### src/rtl/blast_pkg.sv
// Shared lane codes and sequencer state encoding for the Blast hit judge and score calculator.
package blast_pkg;

  localparam logic [1:0] CODE_MISS = 2'd0;
  localparam logic [1:0] CODE_HIT  = 2'd1;
  localparam logic [1:0] CODE_NONE = 2'd2;

  typedef enum logic [2:0] {
    ST_IDLE,
    ST_WAIT,
    ST_WINDOW,
    ST_REPORT,
    ST_DONE
  } state_t;

  function automatic logic [1:0] lane_code(input logic tgt, input logic hit);
    return !tgt ? CODE_NONE : (hit ? CODE_HIT : CODE_MISS);
  endfunction

endpackage

### src/rtl/blast_hit_judge_if.sv
// Judge interface between the hit judge (master) and the score calculator (slave).
interface blast_hit_judge_if;
  logic [1:0] b1;
  logic [1:0] b2;
  logic       startCalc;
  logic       stop;

  modport master (output b1, b2, startCalc, stop);
  modport slave  (input  b1, b2, startCalc, stop);
endinterface

### src/rtl/blast_btn_sync.sv
// Button conditioner: 2-FF synchroniser, optional debounce (BLAST_DEBOUNCE_EN), rising-edge pulse.
module blast_btn_sync #(
  parameter int unsigned DEB_CYC = 500_000
) (
  input  logic clk,
  input  logic rst,
  input  logic btn,
  output logic press
);

  if (DEB_CYC < 1) begin : g_bad_cfg
    $error("blast_btn_sync: DEB_CYC must be >= 1");
  end

  logic s1, s2, lvl, lvl_q;

  always_ff @(posedge clk or negedge rst) begin
    if (!rst) begin
      s1    <= 1'b0;
      s2    <= 1'b0;
      lvl_q <= 1'b0;
    end else begin
      s1    <= btn;
      s2    <= s1;
      lvl_q <= lvl;
    end
  end

`ifdef BLAST_DEBOUNCE_EN
  localparam int unsigned DW = (DEB_CYC > 1) ? $clog2(DEB_CYC) : 1;
  logic [DW-1:0] cnt;

  // lvl only follows s2 once DEB_CYC consecutive samples disagree with it
  always_ff @(posedge clk or negedge rst) begin
    if (!rst) begin
      lvl <= 1'b0;
      cnt <= '0;
    end else if (s2 == lvl) begin
      cnt <= '0;
    end else if (cnt == DW'(DEB_CYC - 1)) begin
      lvl <= s2;
      cnt <= '0;
    end else begin
      cnt <= cnt + 1'b1;
    end
  end
`else
  assign lvl = s2;
`endif

  assign press = lvl & ~lvl_q;

endmodule

### src/rtl/blast_hit_judge.sv
// Blast round sequencer and hit judge; optional button debounce via BLAST_DEBOUNCE_EN.
module blast_hit_judge
  import blast_pkg::*;
#(
  parameter int unsigned WIN_CYC = 50_000_000,
  parameter int unsigned ROUNDS  = 20,
  parameter int unsigned DEB_CYC = 500_000
) (
  input  logic               clk,
  input  logic               rst,
  input  logic               game_start,
  input  logic               game_over,
  input  logic               spawn,
  input  logic               tgt1,
  input  logic               tgt2,
  input  logic               btn1,
  input  logic               btn2,
  blast_hit_judge_if.master  jdg,
  output logic [4:0]         round_cnt,
  output logic               busy
);

  localparam int unsigned CW = (WIN_CYC > 1) ? $clog2(WIN_CYC) : 1;

  state_t          state;
  logic [CW-1:0]   win_cnt;
  logic            tgt1_q, tgt2_q, hit1, hit2;
  logic            press1, press2;
  logic            hit1_n, hit2_n;

  blast_btn_sync #(.DEB_CYC(DEB_CYC)) u_sync1 (.clk(clk), .rst(rst), .btn(btn1), .press(press1));
  blast_btn_sync #(.DEB_CYC(DEB_CYC)) u_sync2 (.clk(clk), .rst(rst), .btn(btn2), .press(press2));

  // include the current cycle's press so the last window cycle still counts
  assign hit1_n = hit1 | (press1 & tgt1_q);
  assign hit2_n = hit2 | (press2 & tgt2_q);

  always_ff @(posedge clk or negedge rst) begin
    if (!rst) begin
      state         <= ST_IDLE;
      win_cnt       <= '0;
      tgt1_q        <= 1'b0;
      tgt2_q        <= 1'b0;
      hit1          <= 1'b0;
      hit2          <= 1'b0;
      jdg.b1        <= CODE_NONE;
      jdg.b2        <= CODE_NONE;
      jdg.startCalc <= 1'b0;
      jdg.stop      <= 1'b0;
      round_cnt     <= '0;
      busy          <= 1'b0;
    end else begin
      jdg.startCalc <= 1'b0;
      case (state)
        ST_IDLE: begin
          if (game_start) begin
            state     <= ST_WAIT;
            round_cnt <= '0;
            busy      <= 1'b1;
          end
        end
        ST_WAIT: begin
          if (game_over) begin
            state    <= ST_DONE;
            jdg.stop <= 1'b1;
            busy     <= 1'b0;
          end else if (spawn) begin
            state   <= ST_WINDOW;
            tgt1_q  <= tgt1;
            tgt2_q  <= tgt2;
            hit1    <= 1'b0;
            hit2    <= 1'b0;
            win_cnt <= CW'(WIN_CYC - 1);
          end
        end
        ST_WINDOW: begin
          if (game_over) begin
            state    <= ST_DONE;
            jdg.stop <= 1'b1;
            busy     <= 1'b0;
          end else begin
            hit1 <= hit1_n;
            hit2 <= hit2_n;
            if (win_cnt == '0) begin
              state         <= ST_REPORT;
              jdg.startCalc <= 1'b1;
              jdg.b1        <= lane_code(tgt1_q, hit1_n);
              jdg.b2        <= lane_code(tgt2_q, hit2_n);
            end else begin
              win_cnt <= win_cnt - 1'b1;
            end
          end
        end
        ST_REPORT: begin
          round_cnt <= round_cnt + 1'b1;
          if (game_over || (round_cnt == 5'(ROUNDS - 1))) begin
            state    <= ST_DONE;
            jdg.stop <= 1'b1;
            busy     <= 1'b0;
          end else begin
            state <= ST_WAIT;
          end
        end
        ST_DONE: begin
          if (!game_over && game_start) begin
            state     <= ST_WAIT;
            round_cnt <= '0;
            jdg.stop  <= 1'b0;
            busy      <= 1'b1;
          end
        end
        default: state <= ST_IDLE;
      endcase
    end
  end

endmodule
### src/flat_wrapper.sv
// flat-port wrapper written by rule: the top's interface ports become plain ports
module blast_hit_judge_flat import blast_pkg::*;
#(
  parameter int unsigned WIN_CYC = 50_000_000,
  parameter int unsigned ROUNDS  = 20,
  parameter int unsigned DEB_CYC = 500_000
)
  (clk, rst, game_start, game_over, spawn, tgt1, tgt2, btn1, btn2, round_cnt, busy, jdg_b1, jdg_b2, jdg_startCalc, jdg_stop);
  blast_hit_judge_if jdg_i ();
  input  logic clk;
  input  logic rst;
  input  logic game_start;
  input  logic game_over;
  input  logic spawn;
  input  logic tgt1;
  input  logic tgt2;
  input  logic btn1;
  input  logic btn2;
  output logic [4:0] round_cnt;
  output logic busy;
  output wire logic [$bits(jdg_i.b1)-1:0] jdg_b1;
  output wire logic [$bits(jdg_i.b2)-1:0] jdg_b2;
  output wire logic [$bits(jdg_i.startCalc)-1:0] jdg_startCalc;
  output wire logic [$bits(jdg_i.stop)-1:0] jdg_stop;
  assign jdg_b1 = jdg_i.b1;
  assign jdg_b2 = jdg_i.b2;
  assign jdg_startCalc = jdg_i.startCalc;
  assign jdg_stop = jdg_i.stop;
  blast_hit_judge #(.WIN_CYC(WIN_CYC), .ROUNDS(ROUNDS), .DEB_CYC(DEB_CYC)) u_core (.clk(clk), .rst(rst), .game_start(game_start), .game_over(game_over), .spawn(spawn), .tgt1(tgt1), .tgt2(tgt2), .btn1(btn1), .btn2(btn2), .jdg(jdg_i), .round_cnt(round_cnt), .busy(busy));
endmodule
### config.mk
export PLATFORM = sky130hd
export DESIGN_NAME = blast_hit_judge_flat
export DESIGN_NICKNAME = d
export VERILOG_FILES = /design/src/rtl/blast_pkg.sv /design/src/rtl/blast_hit_judge_if.sv /design/src/rtl/blast_btn_sync.sv /design/src/rtl/blast_hit_judge.sv /design/src/flat_wrapper.sv
export SDC_FILE = /design/constraint.sdc
export NUM_CORES = 1
export LEC_CHECK = 0
export CORE_MARGIN = 2
export CORE_UTILIZATION = 50
export DETAILED_ROUTE_END_ITERATION = 7
export HOLD_SLACK_MARGIN = 0.12
export PLACE_DENSITY = 0.76
export SYNTH_ARGS = -nofsm -noshare
export SYNTH_HDL_FRONTEND = slang
export SYNTH_SLANG_ARGS = --single-unit
### constraint.sdc
create_clock -name clk -period 3.29 [get_ports clk]
set_input_delay 0.658 -clock clk [delete_from_list [all_inputs] [get_ports clk]]
set_output_delay 0.658 -clock clk [all_outputs]
set_load 0.05 [all_outputs]
# Word level (Yosys, flattened, before mapping)
# Index checks and enable logic that the tools add are counted.
[totals] regBits=51 output_inout_bits=12 wordCells=100
[classes] muxes=38 bitwise_logic=9 add_sub_neg=2 n_reduce_logical=18 n_eq_ne=15
[ops] operator="$mux 26" count=4
[ops] operator="$pmux 26 s2" count=1
[ops] operator="$logic_not 26->1" count=1
[ops] operator="$sub 26x1->26 const B" count=1
[ops] operator="$mux 3" count=7
[ops] operator="$mux 1" count=16
[ops] operator="$pmux 3 s5" count=1
[ops] operator="$pmux 5 s3" count=1
[ops] operator="$reduce_and 4->1" count=3
[ops] operator="$mux 5" count=2
[ops] operator="$ne 2x2->1 const B" count=5
[ops] operator="$reduce_and 5->1" count=2
[ops] operator="$reduce_and 3->1" count=3
[ops] operator="$eq 3x2->1 const B" count=2
[ops] operator="$ne 2x1->1 const B" count=3
[ops] operator="$reduce_bool 3->1" count=2
[ops] operator="$add 5x1->5 const B" count=1
[ops] operator="$eq 5x5->1 const B" count=1
[ops] operator="$and 1x1->1" count=4
[ops] operator="$mux 2" count=2
[ops] operator="$pmux 1 s2" count=2
[ops] operator="$pmux 1 s4" count=1
[ops] operator="$reduce_bool 4->1" count=1
[ops] operator="$eq 3x1->1 const B" count=1
[ops] operator="other kinds (12)" count=15

# Depth between registers and ports, before layout
[depth] word_depth=6 ltp_mapped=10 depth_no_buf=7

# Hierarchy
# Synthesis repeated with hierarchy kept, for this count alone.
[hier_totals] hier_cells=263 hier_area_um2=2566.2
[modules_own_cells] mod="blast_hit_judge" instances=1 cells_per_inst=255 seq_area_each_um2=1128.6 area_each_um2=2388.5
[modules_own_cells] mod="blast_btn_sync" instances=2 cells_per_inst=4 seq_area_each_um2=75.1 area_each_um2=88.8

# Worst setup path after synthesis
# OpenSTA, ideal clock, no wires.
[synth_timing] path_type="flip-flop to flip-flop" start="reg u_core.win_cnt[0]" end="reg u_core.jdg.b1[1]" arrival_time_ps=2737 synth_period_minus_slack_ps=2812 stages_incl_launch_ff=10 path_slack_ps=478 setup_ps=75 path_cell_list="dfrtp_1 > inv_1 > ha_1 > or3b_2 > clkbuf_2 > or3_1 > buf_2 > or4_4 > nor3_4 > mux2i_1"
[synth_between] elab_chain_len=2
[synth_rtl] item="start: declaration" line_no="blast_hit_judge.sv:26" rtl="logic [CW-1:0] win_cnt;"
[synth_rtl] item="start signal: assignment" line_no="blast_hit_judge.sv:73" rtl="win_cnt <= CW'(WIN_CYC - 1);"
[synth_rtl] item="start signal: assignment" line_no="blast_hit_judge.sv:90" rtl="win_cnt <= win_cnt - 1'b1;"
[synth_rtl] item="$logic_not 26->1" line_no="blast_hit_judge.sv:84" rtl="if (win_cnt == '0) begin"
[synth_rtl] item="$reduce_and 3->1 (no source line)"
[synth_rtl] item="end signal: assignment" line_no="blast_hit_judge.sv:87" rtl="jdg.b1 <= lane_code(tgt1_q, hit1_n);"
[synth_rtl] item="end: declaration" line_no="blast_hit_judge_if.sv:8" rtl="modport master (output b1, b2, startCalc, stop);"
# Every way passes these cells.
# A chain may end at the register's enable or synchronous reset.

# Worst setup path in the final report
[layout_timing] start="reg u_core.win_cnt[1]" end="reg u_core.jdg.b2[1]"
[layout_between] elab_chain_len=2
[layout_rtl] item="$logic_not 26->1" line_no="blast_hit_judge.sv:84"
[layout_rtl] item="$reduce_and 3->1 (no source line)"
[layout_rtl] item="end signal: assignment" line_no="blast_hit_judge.sv:88" rtl="jdg.b2 <= lane_code(tgt2_q, hit2_n);"
[layout_rtl] item="end: declaration" line_no="blast_hit_judge_if.sv:8"
# Every way passes these cells.

==> reports/metrics.csv <==
stage,metric,value,unit
synthesis,Synth warnings,0,
synthesis,"Net Count, Synth",264,
setup_path,Crit. path cell count,7,
synthesis,Syn Std Cell Area,2480,sq um
layout,Fillers,415,
setup_path,reg2reg start,u_core.win_cnt[1],
layout,antenna fix cells,0,
clocking,TritonCTS clock tree,built,
setup_path,CP Cell Sequence,inv_1 > ha_1 > or3b_2 > or3_1 > or4_4 > nor3_4 > mux2i_1,
layout,final instance area,2830,sq um
sta,Slew headroom,27.5,%
placed_design,routability-driven placement congestion ratio,0.871,
flow_run,total of max-cap violations,0,
floorplan,die span in y,74.5,um
floorplan,full die area,5550,sq um
setup_path,Critical R2R Capture,u_core.jdg.b2[1],
layout,layout cell share with drive strength beyond 1,6.99,%
setup_path,critical path endpoint category,flop,
clocking,Post-CTS Resized,0,
setup_path,Worst EP required,3.53,ns
placed_design,Post-DP HPWL,3.44,mm
global_route,Tot GR Track Use,19.9,%
setup_path,Worst Setup SP,u_core.win_cnt[1],
detailed_routing,DR pass1 iterations,4,
synthesis,Area contributors post-synth,"dfrtp_1 49%, nor2_1 3.6%, a21oi_1 3.0%",
synthesis,Yosys cell types,47,
synthesis,Yosys top cell by area,dfrtp_1,
detailed_routing,total wire length,4.97,mm
sta,worst slew pin tran,1.09,ns
synthesis,"flops & latches, synth",51,
synthesis,sequential area share after synthesis,51.5,%
sta,RSZ-0062 raised after global routing,false,
setup_path,critical path's top delay family,simple AND/OR/NAND/NOR gates,
placed_design,dpl cell area,2730,sq um
sta,TNS Setup,0,ns
synthesis,Syn Inst Count,253,
floorplan,Core Footprint,4750,sq um
global_route,global-route wire length before repair,8.36,mm
worst_hold_path,HP Class,flop to flop,
clocking,Setup Buffers After CTS,0,
clocking,Longest Clk Path Bufs,2,
detailed_routing,wire length per cell,14.6,um
setup_path,WP data arrival,3.19,ns
sta,Period minus WS final,2.94,ns
sta,final-report setup violation count,0,
setup_path,critical path class,flop to flop,
detailed_routing,ANT nets after route,0,
global_route,number of global-route vias before repair,1785,
power_and_ir_drop,Peak VDD IR,0.250,mV
placed_design,IO Port Bufs,20,
clocking,CTS Buf Count,5,
clocking,Root Buffer,clkbuf_8,
detailed_routing,Vias per Instance,5.86,
global_route,initial antenna violation count,0,
floorplan,Rows,25,
sta,final hold vios,0,
floorplan,Initial Util,52.3,%
setup_path,Reg2Reg Depth,7,
synthesis,share of the synthesized area in the top cell type,49.3,%
floorplan,Die Wd,74.5,um
setup_path,Worst Setup Start Kind,flop,
floorplan,I/O Pins,21,
clocking,hold bufs inserted after CTS,0,
detailed_routing,initial detailed-routing violation count,145,
sta,Max Freq,0.340,GHz
synthesis,Post-synth EDFFs,0,
setup_path,"Max FO, Critical Path",7,
detailed_routing,total number of vias,1988,
clocking,CTS HTree Levels,2,
detailed_routing,drt drc,0,
clocking,"Clk Latency, worst-skew pair",0.31,ns
status,status,finished clean,
setup_path,Worst Setup EP,u_core.jdg.b2[1],
worst_hold_path,Hold Path Depth,0,
setup_path,CP max stage delay,0.60,ns
layout,Final #Nets,282,
clocking,sinks on the clock net,51,
global_route,largest net degree at the start of global routing,52,
synthesis,Most used DFF post-synth,dfrtp_1,
clocking,"CTS clk-pin slew, worst paths",0.10,ns
sta,part of the cycle the worst path needs,89.4,%
sta,Slew Limit Fails,0,
power_and_ir_drop,P_leak,1.10,nW
power_and_ir_drop,power per cell area,592,nW/um^2
setup_path,Buf/Inv on CP,1,
global_route,GRT Residual Overflow,0,
setup_path,slowest stage cell on the critical path,or4_4,
synthesis,syn avg cell area,9.82,sq um
layout,synth-to-layout area growth,13.8,%
sta,Worst Skew,0.0133,ns
setup_path,Worst R2R Setup Slack,0.35,ns
synthesis,ys async rst share,100,%
==> area by class of cell <==
type                            instances  area, sq um  share of cell area (%)
Multi-Input combinational cell        182         1130                    39.8
Timing Repair Buffer                   22          210                    7.43
Tap cell                               67         83.8                    2.96
Clock buffer                            5         68.8                    2.43
Clock inverter                          3         27.5                   0.973
Inverter                                9         33.8                    1.19
Sequential cell                        51         1280                    45.2
==> placed cells by master, fill, tap and decap left out, drive strengths merged, types with 3 or more instances in the layout <==
| cell type | count |
|---|---|
| and2 | 4 |
| nand3 | 6 |
| and3 | 5 |
| dfrtp | 49 |
| or3 | 9 |
| clkdlybuf4s50 | 19 |
| o41ai | 3 |
| nand2 | 18 |
| a211oi | 3 |
| xor2 | 3 |
| a21oi | 15 |
| buf | 3 |
| a31oi | 6 |
| and4 | 4 |
| o31ai | 8 |
| nor4 | 6 |
| inv | 10 |
| nor2 | 24 |
| nor2b | 3 |
| nor3 | 8 |
| mux2i | 6 |
| o21ai | 13 |
| clkbuf | 5 |
| nand4 | 4 |
| or4 | 11 |
==> worst min-delay path by stage <==
stage	from	slack [ns]	endpoint
2_1_floorplan	u_core.u_sync1.s1	0.33	u_core.u_sync1.lvl
3_3_place_gp	u_core.u_sync2.s1	0.33	u_core.u_sync2.lvl
3_5_place_dp	u_core.u_sync1.s1	0.34	u_core.u_sync1.lvl
4_1_cts	u_core.u_sync1.s1	0.37	u_core.u_sync1.lvl
5_1_grt	u_core.u_sync1.s1	0.38	u_core.u_sync1.lvl
6_report	u_core.u_sync1.s1	0.36	u_core.u_sync1.lvl
==> logic make-up (layout without fill, tap and decap cells) <==
family	after synthesis	in the layout	synth area share, %
AOI/OAI and AO/OA	55	55	13.8
muxes	6	6	2.42
xor gates and xnor gates	5	5	1.76
DFF	51	51	51.5
buffers and inverters	20	39	3.22
adders and majority gates	2	2	1.01
and+or+nand+nor	114	114	26.3
==> metrics by stage <==
step           hold slack (ns)  utilization (%)  power, mW  setup slack, ns  instances
2_1_floorplan            0.331                -       1.16            0.478        253
3_3_place_gp             0.332             57.5       1.28            0.453        331
3_5_place_dp             0.342             57.5       1.30            0.368        331
4_1_cts                  0.366             59.5       1.69            0.345        339
5_1_grt                  0.377             59.5       1.78            0.176        339
6_report                 0.360             59.5       1.67            0.349        339
==> power by group <==
group | switching, mW | internal (mW)
Sequential | 0.142 | 0.752
Combinational | 0.241 | 0.158
Clock | 0.226 | 0.156
==> synth_stat cells, types with 3 or more instances <==
| cell | number |
|---|---|
| xor2_1 | 3 |
| inv_1 | 9 |
| a31oi_1 | 6 |
| dfrtp_1 | 49 |
| and3_1 | 5 |
| a211oi_1 | 3 |
| nor4_1 | 6 |
| o41ai_1 | 3 |
| and2_1 | 4 |
| nand2_1 | 18 |
| nor2b_1 | 3 |
| or3_1 | 9 |
| o21ai_0 | 12 |
| nor2_1 | 24 |
| clkbuf_1 | 7 |
| buf_2 | 3 |
| o31ai_1 | 8 |
| a21oi_1 | 15 |
| and4_1 | 4 |
| nand4_1 | 4 |
| nand3_1 | 6 |
| mux2i_1 | 6 |
| or4_1 | 10 |
| nor3_1 | 7 |
==> sequential cells by signal (all words and copies together), names as in the netlist <==
name / count
u_core.busy: 1
u_core.hit1: 1
u_core.hit2: 1
u_core.jdg.b1: 2
u_core.jdg.b2: 2
u_core.jdg.startCalc: 1
u_core.jdg.stop: 1
u_core.round_cnt: 5
u_core.state: 3
u_core.tgt1_q: 1
u_core.tgt2_q: 1
u_core.u_sync1.lvl: 1
u_core.u_sync1.lvl_q: 1
u_core.u_sync1.s1: 1
u_core.u_sync2.lvl: 1
u_core.u_sync2.lvl_q: 1
u_core.u_sync2.s1: 1
u_core.win_cnt: 26
==> layer usage <==
metal	GRT usage [%]	routed length, um	vias up
li1	-	-	979
met1	28.1	2360	950
met2	30.5	2300	55
met3	4.47	247	4
met4	6.94	59	0
met5	0	0	-
No activity file was read; power rests on OpenSTA's default activity.
